==> src/rtl/smem_pkg.sv <==
// Shared SMEM pipeline definitions: one-hot stage status codes, payload sideband
// layout and the default-width beat record.
package smem_pkg;

  localparam int STATUS_W = 6;

  localparam logic [STATUS_W-1:0] BUBBLE  = 6'b000000;
  localparam logic [STATUS_W-1:0] F_INIT  = 6'b000001;
  localparam logic [STATUS_W-1:0] F_RUN   = 6'b000010;
  localparam logic [STATUS_W-1:0] F_BREAK = 6'b000100;
  localparam logic [STATUS_W-1:0] BCK_INI = 6'b001000;
  localparam logic [STATUS_W-1:0] BCK_RUN = 6'b010000;
  localparam logic [STATUS_W-1:0] BCK_END = 6'b100000;

  // Payload layout, LSB first: primary | pendingcurr x0 | x1 | x2 | info | reserved | last_one_read
  localparam int PL_W           = 352;
  localparam int PL_PRIMARY_LSB = 0;
  localparam int PL_PRIMARY_W   = 64;
  localparam int PL_X0_LSB      = 64;
  localparam int PL_X0_W        = 64;
  localparam int PL_X1_LSB      = 128;
  localparam int PL_X1_W        = 64;
  localparam int PL_X2_LSB      = 192;
  localparam int PL_X2_W        = 64;
  localparam int PL_INFO_LSB    = 256;
  localparam int PL_INFO_W      = 32;
  localparam int PL_RSV_LSB     = 288;
  localparam int PL_RSV_W       = 63;
  localparam int PL_LAST_LSB    = 351;

  function automatic logic [PL_W-1:0] span_mask(input int lsb, input int w);
    logic [PL_W-1:0] m;
    m = '0;
    for (int k = 0; k < PL_W; k++) begin
      if (k >= lsb && k < lsb + w) m[k] = 1'b1;
    end
    return m;
  endfunction

  // Sub-fields a fresh backward extension must not inherit from the previous read.
  localparam logic [PL_W-1:0] BCK_INI_CLR_MASK =
      span_mask(PL_X0_LSB, PL_X0_W) | span_mask(PL_X1_LSB, PL_X1_W) |
      span_mask(PL_X2_LSB, PL_X2_W) | span_mask(PL_INFO_LSB, PL_INFO_W) |
      span_mask(PL_LAST_LSB, 1);

  localparam int POS_W_DFLT  = 7;
  localparam int RNUM_W_DFLT = 9;

  typedef struct packed {
    logic [STATUS_W-1:0]    status;
    logic [RNUM_W_DFLT-1:0] read_num;
    logic [POS_W_DFLT-1:0]  i;
    logic [POS_W_DFLT-1:0]  j;
    logic [POS_W_DFLT-1:0]  new_size;
    logic [POS_W_DFLT-1:0]  new_last_size;
    logic [POS_W_DFLT-1:0]  fwd_size_n;
    logic [POS_W_DFLT-1:0]  cur_wr_addr;
    logic [POS_W_DFLT-1:0]  cur_rd_addr;
    logic [POS_W_DFLT-1:0]  mem_wr_addr;
    logic [POS_W_DFLT-1:0]  min_intv;
    logic [7:0]             output_c;
    logic                   iter_bnd;
    logic                   iter_rise;
    logic                   finish;
    logic [PL_W-1:0]        payload;
  } beat_t;

endpackage

==> src/rtl/bck_skid_buf.sv <==
// Two-entry valid/ready buffer: an output register plus one skid entry. The
// upstream ready is a flop, so downstream ready never reaches it combinationally.
module bck_skid_buf
  import smem_pkg::*;
#(
  parameter int W = $bits(beat_t)
) (
  input  logic         clk,
  input  logic         rst_n,
  input  logic         in_valid_i,
  output logic         in_ready_o,
  input  logic [W-1:0] in_data_i,
  output logic         out_valid_o,
  input  logic         out_ready_i,
  output logic [W-1:0] out_data_o
);

  logic         out_v_q, out_v_d;
  logic         skid_v_q, skid_v_d;
  logic [W-1:0] out_data_q, out_data_d;
  logic [W-1:0] skid_data_q, skid_data_d;
  logic         push;

  always_comb begin
    out_v_d     = out_v_q;
    out_data_d  = out_data_q;
    skid_v_d    = skid_v_q;
    skid_data_d = skid_data_q;
    push        = in_valid_i & ~skid_v_q;
    if (!out_v_q || out_ready_i) begin
      // Output slot frees up: the older skid beat always goes first.
      if (skid_v_q) begin
        out_v_d    = 1'b1;
        out_data_d = skid_data_q;
        skid_v_d   = push;
        if (push) skid_data_d = in_data_i;
      end else begin
        out_v_d = push;
        if (push) out_data_d = in_data_i;
      end
    end else if (push) begin
      skid_v_d    = 1'b1;
      skid_data_d = in_data_i;
    end
  end

  always_ff @(posedge clk or negedge rst_n) begin
    if (!rst_n) begin
      out_v_q     <= 1'b0;
      skid_v_q    <= 1'b0;
      out_data_q  <= '0;
      skid_data_q <= '0;
    end else begin
      out_v_q     <= out_v_d;
      skid_v_q    <= skid_v_d;
      out_data_q  <= out_data_d;
      skid_data_q <= skid_data_d;
    end
  end

  assign in_ready_o  = ~skid_v_q;
  assign out_valid_o = out_v_q;
  assign out_data_o  = out_data_q;

endmodule

==> src/rtl/bck_ctrl_stage_p.sv <==
// Backward-extension control stage: advances the per-read (i, j) loop and the
// interval-list sizes for each accepted beat, behind a 2-entry skid buffer.
module bck_ctrl_stage_p
  import smem_pkg::*;
#(
  parameter int POS_W       = 7,
  parameter int RNUM_W      = 9,
  parameter int PAYLOAD_W   = 352,
  parameter int DROP_BUBBLE = 1,
  parameter int CNT_W       = 16
) (
  input  logic                 clk,
  input  logic                 rst,
  input  logic                 in_valid,
  output logic                 in_ready,
  input  logic [5:0]           in_status,
  input  logic [RNUM_W-1:0]    in_read_num,
  input  logic [POS_W-1:0]     in_i,
  input  logic [POS_W-1:0]     in_j,
  input  logic [POS_W-1:0]     in_new_size,
  input  logic [POS_W-1:0]     in_new_last_size,
  input  logic [POS_W-1:0]     in_fwd_size_n,
  input  logic [POS_W-1:0]     in_cur_wr_addr,
  input  logic [POS_W-1:0]     in_cur_rd_addr,
  input  logic [POS_W-1:0]     in_mem_wr_addr,
  input  logic [POS_W-1:0]     in_min_intv,
  input  logic [7:0]           in_output_c,
  input  logic                 in_iter_bnd,
  input  logic [PAYLOAD_W-1:0] in_payload,
  output logic                 out_valid,
  input  logic                 out_ready,
  output logic [5:0]           out_status,
  output logic [RNUM_W-1:0]    out_read_num,
  output logic [POS_W-1:0]     out_i,
  output logic [POS_W-1:0]     out_j,
  output logic [POS_W-1:0]     out_new_size,
  output logic [POS_W-1:0]     out_new_last_size,
  output logic [POS_W-1:0]     out_fwd_size_n,
  output logic [POS_W-1:0]     out_cur_wr_addr,
  output logic [POS_W-1:0]     out_cur_rd_addr,
  output logic [POS_W-1:0]     out_mem_wr_addr,
  output logic [POS_W-1:0]     out_min_intv,
  output logic [7:0]           out_output_c,
  output logic                 out_iter_bnd,
  output logic [PAYLOAD_W-1:0] out_payload,
  output logic                 out_finish,
  output logic [CNT_W-1:0]     finish_cnt,
  output logic [CNT_W-1:0]     iter_cnt,
  input  logic                 clr_stats
);

  typedef struct packed {
    logic [STATUS_W-1:0]  status;
    logic [RNUM_W-1:0]    read_num;
    logic [POS_W-1:0]     i;
    logic [POS_W-1:0]     j;
    logic [POS_W-1:0]     new_size;
    logic [POS_W-1:0]     new_last_size;
    logic [POS_W-1:0]     fwd_size_n;
    logic [POS_W-1:0]     cur_wr_addr;
    logic [POS_W-1:0]     cur_rd_addr;
    logic [POS_W-1:0]     mem_wr_addr;
    logic [POS_W-1:0]     min_intv;
    logic [7:0]           output_c;
    logic                 iter_bnd;
    logic                 iter_rise;
    logic                 finish;
    logic [PAYLOAD_W-1:0] payload;
  } pbeat_t;

  localparam int BEAT_W = $bits(pbeat_t);
  localparam logic [PAYLOAD_W-1:0] CLR_MASK = PAYLOAD_W'(BCK_INI_CLR_MASK);

  function automatic logic [CNT_W-1:0] sat_inc(input logic [CNT_W-1:0] v);
    return (&v) ? v : v + 1'b1;
  endfunction

  pbeat_t           beat_d, beat_q;
  logic [POS_W-1:0] last_m1;
  logic             jb, is_drop, push_valid, xfer;
  logic [CNT_W-1:0] finish_cnt_q, finish_cnt_d, iter_cnt_q, iter_cnt_d;

  always_comb begin
    beat_d  = '0;
    last_m1 = in_new_last_size - 1'b1;
    jb      = 1'b0;
    if (in_status == BCK_RUN || in_status == BCK_INI) begin
      beat_d.status        = in_status;
      beat_d.read_num      = in_read_num;
      beat_d.i             = in_i;
      beat_d.j             = in_j;
      beat_d.new_size      = in_new_size;
      beat_d.new_last_size = in_new_last_size;
      beat_d.fwd_size_n    = in_fwd_size_n;
      beat_d.cur_wr_addr   = in_cur_wr_addr;
      beat_d.cur_rd_addr   = in_cur_rd_addr;
      beat_d.mem_wr_addr   = in_mem_wr_addr;
      beat_d.min_intv      = in_min_intv;
      beat_d.output_c      = in_output_c;
      beat_d.iter_bnd      = in_iter_bnd;
      beat_d.payload       = in_payload;
    end
    if (in_status == BCK_RUN) begin
      // jb: the inner j loop has walked the whole previous interval list.
      jb = (in_new_last_size != '0) && (in_j == last_m1);
      beat_d.j             = jb ? '0 : in_j + 1'b1;
      beat_d.i             = in_iter_bnd ? '0 :
                             (jb && in_i != '0) ? in_i - 1'b1 : in_i;
      beat_d.iter_bnd      = in_iter_bnd | (jb & (in_i == '0));
      beat_d.iter_rise     = ~in_iter_bnd & jb & (in_i == '0);
      beat_d.cur_wr_addr   = jb ? in_fwd_size_n - 1'b1 : in_cur_wr_addr;
      beat_d.new_last_size = jb ? in_new_size : in_new_last_size;
      beat_d.new_size      = jb ? '0 : in_new_size;
      beat_d.finish        = jb & (in_new_size == '0);
    end else if (in_status == BCK_INI) begin
      beat_d.output_c = '0;
      beat_d.payload  = in_payload & ~CLR_MASK;
    end
  end

  assign is_drop    = (DROP_BUBBLE != 0) && (in_status == BUBBLE);
  assign push_valid = in_valid & ~is_drop;

  bck_skid_buf #(
    .W(BEAT_W)
  ) u_skid (
    .clk        (clk),
    .rst_n      (rst),
    .in_valid_i (push_valid),
    .in_ready_o (in_ready),
    .in_data_i  (beat_d),
    .out_valid_o(out_valid),
    .out_ready_i(out_ready),
    .out_data_o (beat_q)
  );

  assign xfer = out_valid & out_ready;

  always_comb begin
    finish_cnt_d = finish_cnt_q;
    iter_cnt_d   = iter_cnt_q;
    if (clr_stats) begin
      finish_cnt_d = '0;
      iter_cnt_d   = '0;
    end else if (xfer) begin
      if (beat_q.finish)    finish_cnt_d = sat_inc(finish_cnt_q);
      if (beat_q.iter_rise) iter_cnt_d   = sat_inc(iter_cnt_q);
    end
  end

  always_ff @(posedge clk or negedge rst) begin
    if (!rst) begin
      finish_cnt_q <= '0;
      iter_cnt_q   <= '0;
    end else begin
      finish_cnt_q <= finish_cnt_d;
      iter_cnt_q   <= iter_cnt_d;
    end
  end

  assign out_status        = beat_q.status;
  assign out_read_num      = beat_q.read_num;
  assign out_i             = beat_q.i;
  assign out_j             = beat_q.j;
  assign out_new_size      = beat_q.new_size;
  assign out_new_last_size = beat_q.new_last_size;
  assign out_fwd_size_n    = beat_q.fwd_size_n;
  assign out_cur_wr_addr   = beat_q.cur_wr_addr;
  assign out_cur_rd_addr   = beat_q.cur_rd_addr;
  assign out_mem_wr_addr   = beat_q.mem_wr_addr;
  assign out_min_intv      = beat_q.min_intv;
  assign out_output_c      = beat_q.output_c;
  assign out_iter_bnd      = beat_q.iter_bnd;
  assign out_payload       = beat_q.payload;
  assign out_finish        = beat_q.finish;
  assign finish_cnt        = finish_cnt_q;
  assign iter_cnt          = iter_cnt_q;

endmodule
==> config.mk <==
export PLATFORM = sky130hd
export DESIGN_NAME = bck_ctrl_stage_p
export DESIGN_NICKNAME = d
export VERILOG_FILES = /design/src/rtl/smem_pkg.sv /design/src/rtl/bck_skid_buf.sv /design/src/rtl/bck_ctrl_stage_p.sv
export SDC_FILE = /design/constraint.sdc
export NUM_CORES = 2
export LEC_CHECK = 0
export ABC_CLOCK_PERIOD_IN_PS = 5100
export BUFFER_PORTS_ARGS = -buffer_cell sky130_fd_sc_hd__buf_2
export CAP_MARGIN = 20
export CELL_PAD_IN_SITES_DETAIL_PLACEMENT = 2
export CELL_PAD_IN_SITES_GLOBAL_PLACEMENT = 2
export CORE_ASPECT_RATIO = 0.75
export CORE_MARGIN = 5
export CORE_UTILIZATION = 35
export DETAILED_ROUTE_END_ITERATION = 6
export HOLD_SLACK_MARGIN = 0.02
export PLACE_DENSITY = 0.95
export REMOVE_ABC_BUFFERS = 1
export SLEW_MARGIN = 20
export SYNTH_ARGS = -nofsm -noshare
export SYNTH_HDL_FRONTEND = slang
export SYNTH_SLANG_ARGS = --single-unit
==> constraint.sdc <==
create_clock -name clk -period 5.1 [get_ports clk]
set_input_delay 0.255 -clock clk [delete_from_list [all_inputs] [get_ports clk]]
set_output_delay 0.255 -clock clk [all_outputs]
set_load 0.1 [all_outputs]
==> results.py <==
metrics = {
    "power": {
        "p_leak_nw": 24.4,
        "power_density_nw_per_um2": 385,
        "peakVddDrop_mv": 0.377,
        "total_power_mw": 20.6,
    },
    "die": {
        "die_h_um": 314,
        "pin_count": 918,
        "start_util_pct": 35.3,
        "die_w_um": 416,
        "core.rowCount": 111,
        "core_sq_um": 122000,
        "die_area_sq_um": 131000,
    },
    "route": {
        "vias": 43658,
        "via_per_inst": 5.90,
        "routed_wl_um": 247000,
        "wl_per_cell_um": 33.4,
        "drtIter0Drc": 4198,
        "drc": 0,
        "drtAntennaViolNets": 0,
        "first_pass_iters": 6,
    },
    "final_layout": {
        "layout-drive-gt1-share_pct": 20.5,
        "layout.nets": 6063,
        "fin_util_pct": 43.7,
        "mostFrequentLayoutCell": "nand2_1",
        "fin_area_sq_um": 53600,
        "nFillCells": 13065,
        "syn_to_final_growth_pct": 23.9,
        "final_cell_mix": "nand2_1 (1286), buf_2 (916), dfrtp_1 (915)",
    },
    "logic_synthesis": {
        "synth_edf_count": 0,
        "synth_area_sq_um": 43300,
        "ys.flop_type": "dfrtp_1",
        "yosys.area.top_type_share_pct": 53.0,
        "synth.distinct_cells": 66,
        "synthTopCellsByArea": "dfrtp_1 (53%), nand2_1 (11%), buf_4 (7.7%)",
        "async_flop_share_pct": 100,
        "ys_ff_latch": 916,
        "seq_area_frac_synth_pct": 53.0,
        "yosysWarnings": 0,
        "synth_area_leader_cell": "dfrtp_1",
        "syn_area_per_cell_sq_um": 8.85,
        "postSynthCellCount": 4886,
    },
    "timing": {
        "fmaxAchievable_mhz": 225,
        "finalHoldViolCount": 0,
        "period_share_pct": 87.0,
        "whs_ns": 0.0664,
        "setup_viol": 0,
        "rsz0062_at_grt": "no",
        "maxSlewHeadroom_pct": -1.04,
        "fin_crit_ns": 4.44,
        "tightest_slew_ns": 1.50,
        "finClkSkew_ns": 0.0663,
        "setup_tns_ns": 0,
        "maxSlewViolCount": 1,
    },
    "setup_path": {
        "end_kind": "flop",
        "arrival_ns": 4.99,
        "startpoint": "u_skid.skid_v_q",
        "worstPathMaxFanout": 217,
        "r2r_cells": 4,
        "r2r-start": "u_skid.skid_v_q",
        "cp_slowest_cell": "o21ai_0",
        "start_kind": "flop",
        "worstReg2RegEnd": "u_skid.skid_data_q[309]",
        "cp_data_required_time_ns": 5.65,
        "crit_chain": "inv_1, nand3_4, buf_12, o21ai_0",
        "crit_type": "flop to flop",
        "crit_end": "u_skid.skid_data_q[309]",
        "rrSetupSlack_ns": 0.66,
        "slowest_delay_ns": 1.36,
    },
    "global_route": {
        "grt_pass1_vias": 49399,
        "grt_overflow": 0,
        "grt_pass1_wl_um": 350000,
        "grt_max_degree": 260,
        "antenna_found_initial": 64,
        "grt.total_usage_pct": 35.7,
    },
    "clock_network": {
        "clk_latency_ns": 0.79,
        "cts_tree": "yes",
        "root_buffer": "clkbuf_16",
        "cts_sinks": 916,
        "clockBufferDepth": 3,
        "post_cts_buffers": 0,
        "cts.reportedPaths.clkPinSlew_ns": 0.08,
        "cts_buffers": 99,
        "cts_max_level": 3,
    },
    "run_status": {
        "failed_checks": "capacitance limit, slew limit",
        "outcome": "finished with violations",
    },
    "placed_design": {
        "dpl.hpwl_um": 124000,
        "place.gp.congestion": 0.825,
        "placed_area_sq_um": 45800,
        "portBuffers": 917,
    },
    "run": {
        "max_cap_viol_count": 1,
    },
    "hold_path": {
        "hold_start": "clr_stats",
        "hold_path_class": "primary input to flop",
    },
}
==> cell usage after synthesis (all sizes together) (3+ instances only) <==
library cell	n
nand2	1286
dfrtp	916
o21ai	683
buf	584
nor2	325
a21oi	280
clkbuf	206
o211ai	160
o21a	159
nand3	35
xor2	27
o22ai	21
and3	20
nor3	19
xnor2	16
a31oi	12
inv	11
mux2i	11
and2	9
ha	8
mux2	8
nand4	8
nor4	7
or3	6
a311oi	5
or4	5
nand2b	4
nor2b	4
o21bai	4
o311ai	4
o31ai	4
a211oi	3
a221oi	3
and4	3
nor3b	3
o2111ai	3
o311a	3
==> cell families after synthesis <==
kind of cell	count (synthesis)	synth area share (%)
mux	19	0.463
fa+ha+maj	8	0.231
flops	916	53.0
compound gates	1359	18.1
xor+xnor	43	0.871
buf+inv	801	11.5
simple gates	1740	15.8
==> final cells by class <==
cell class	count	area, sq um	share of cell area (%)
Tap cell	1638	2050	3.82
Inverter	11	41.3	0.0771
Clock inverter	43	520	0.971
Sequential cell	916	22900	42.8
Multi-Input combinational cell	3169	15400	28.8
Antenna cell	68	170	0.318
Clock buffer	140	2800	5.23
Timing Repair Buffer	1414	9670	18.0
==> per-stage QoR <==
stage / cells / setup slack [ns]
floorplan: 4096 / -35.19
global placement: 6717 / 1.73
detailed placement: 6717 / 1.44
CTS: 7330 / 1.38
global route: 7394 / 0.658
finish: 7399 / 0.665
==> worst max-delay path, delay by kind of cell (launching register included) <==
family	cells	cell delay (ns)
buffers and inverters	2	1.12
and+or+nand+nor	1	0.75
DFF	1	0.73
AOI/OAI and AO/OA	1	1.36
==> layer usage <==
layer  track usage, %  wire length (um)  up-vias
li1                 -                 -    17401
met3             8.28             16500     1392
met5                0               173        -
met2             62.3            122000     2687
met1             35.1             81200    22152
met4             32.8             26900       26
==> how the worst min path moves through the flow <==
stage | endpoint | slack [ns] | cells past startpoint
finish | finish_cnt[7] | 0.07 | 2
global route | iter_cnt[11] | 0.10 | 2
CTS | finish_cnt[7] | 0.03 | 2
detailed placement | u_skid.skid_data_q[71] | 0.43 | 1
global placement | u_skid.skid_data_q[71] | 0.43 | 1
floorplan | finish_cnt[0] | -0.04 | 0
==> state kept, by name (all words and copies together) (netlist names) <==
signal / flops
u_skid.out_valid_o: 1
u_skid.skid_data_q: 441
iter_cnt: 16
u_skid.skid_v_q: 1
u_skid.out_data_o: 441
finish_cnt: 16
==> power by group <==
| group | switching, mW | leakage [nW] | internal, mW |
|---|---|---|---|
| registers | 0.354 | 12.4 | 7.60 |
| logic | 3.70 | 10.3 | 0.885 |
| clock network | 3.72 | 1.65 | 4.36 |
| total | 7.78 | 24.4 | 12.9 |
==> what timing repair did <==
action	CTS	global route
endpoints found under the hold margin	910	0
hold buffers	430	0
resized for setup	0	0
(Power assumes the default switching activity.)
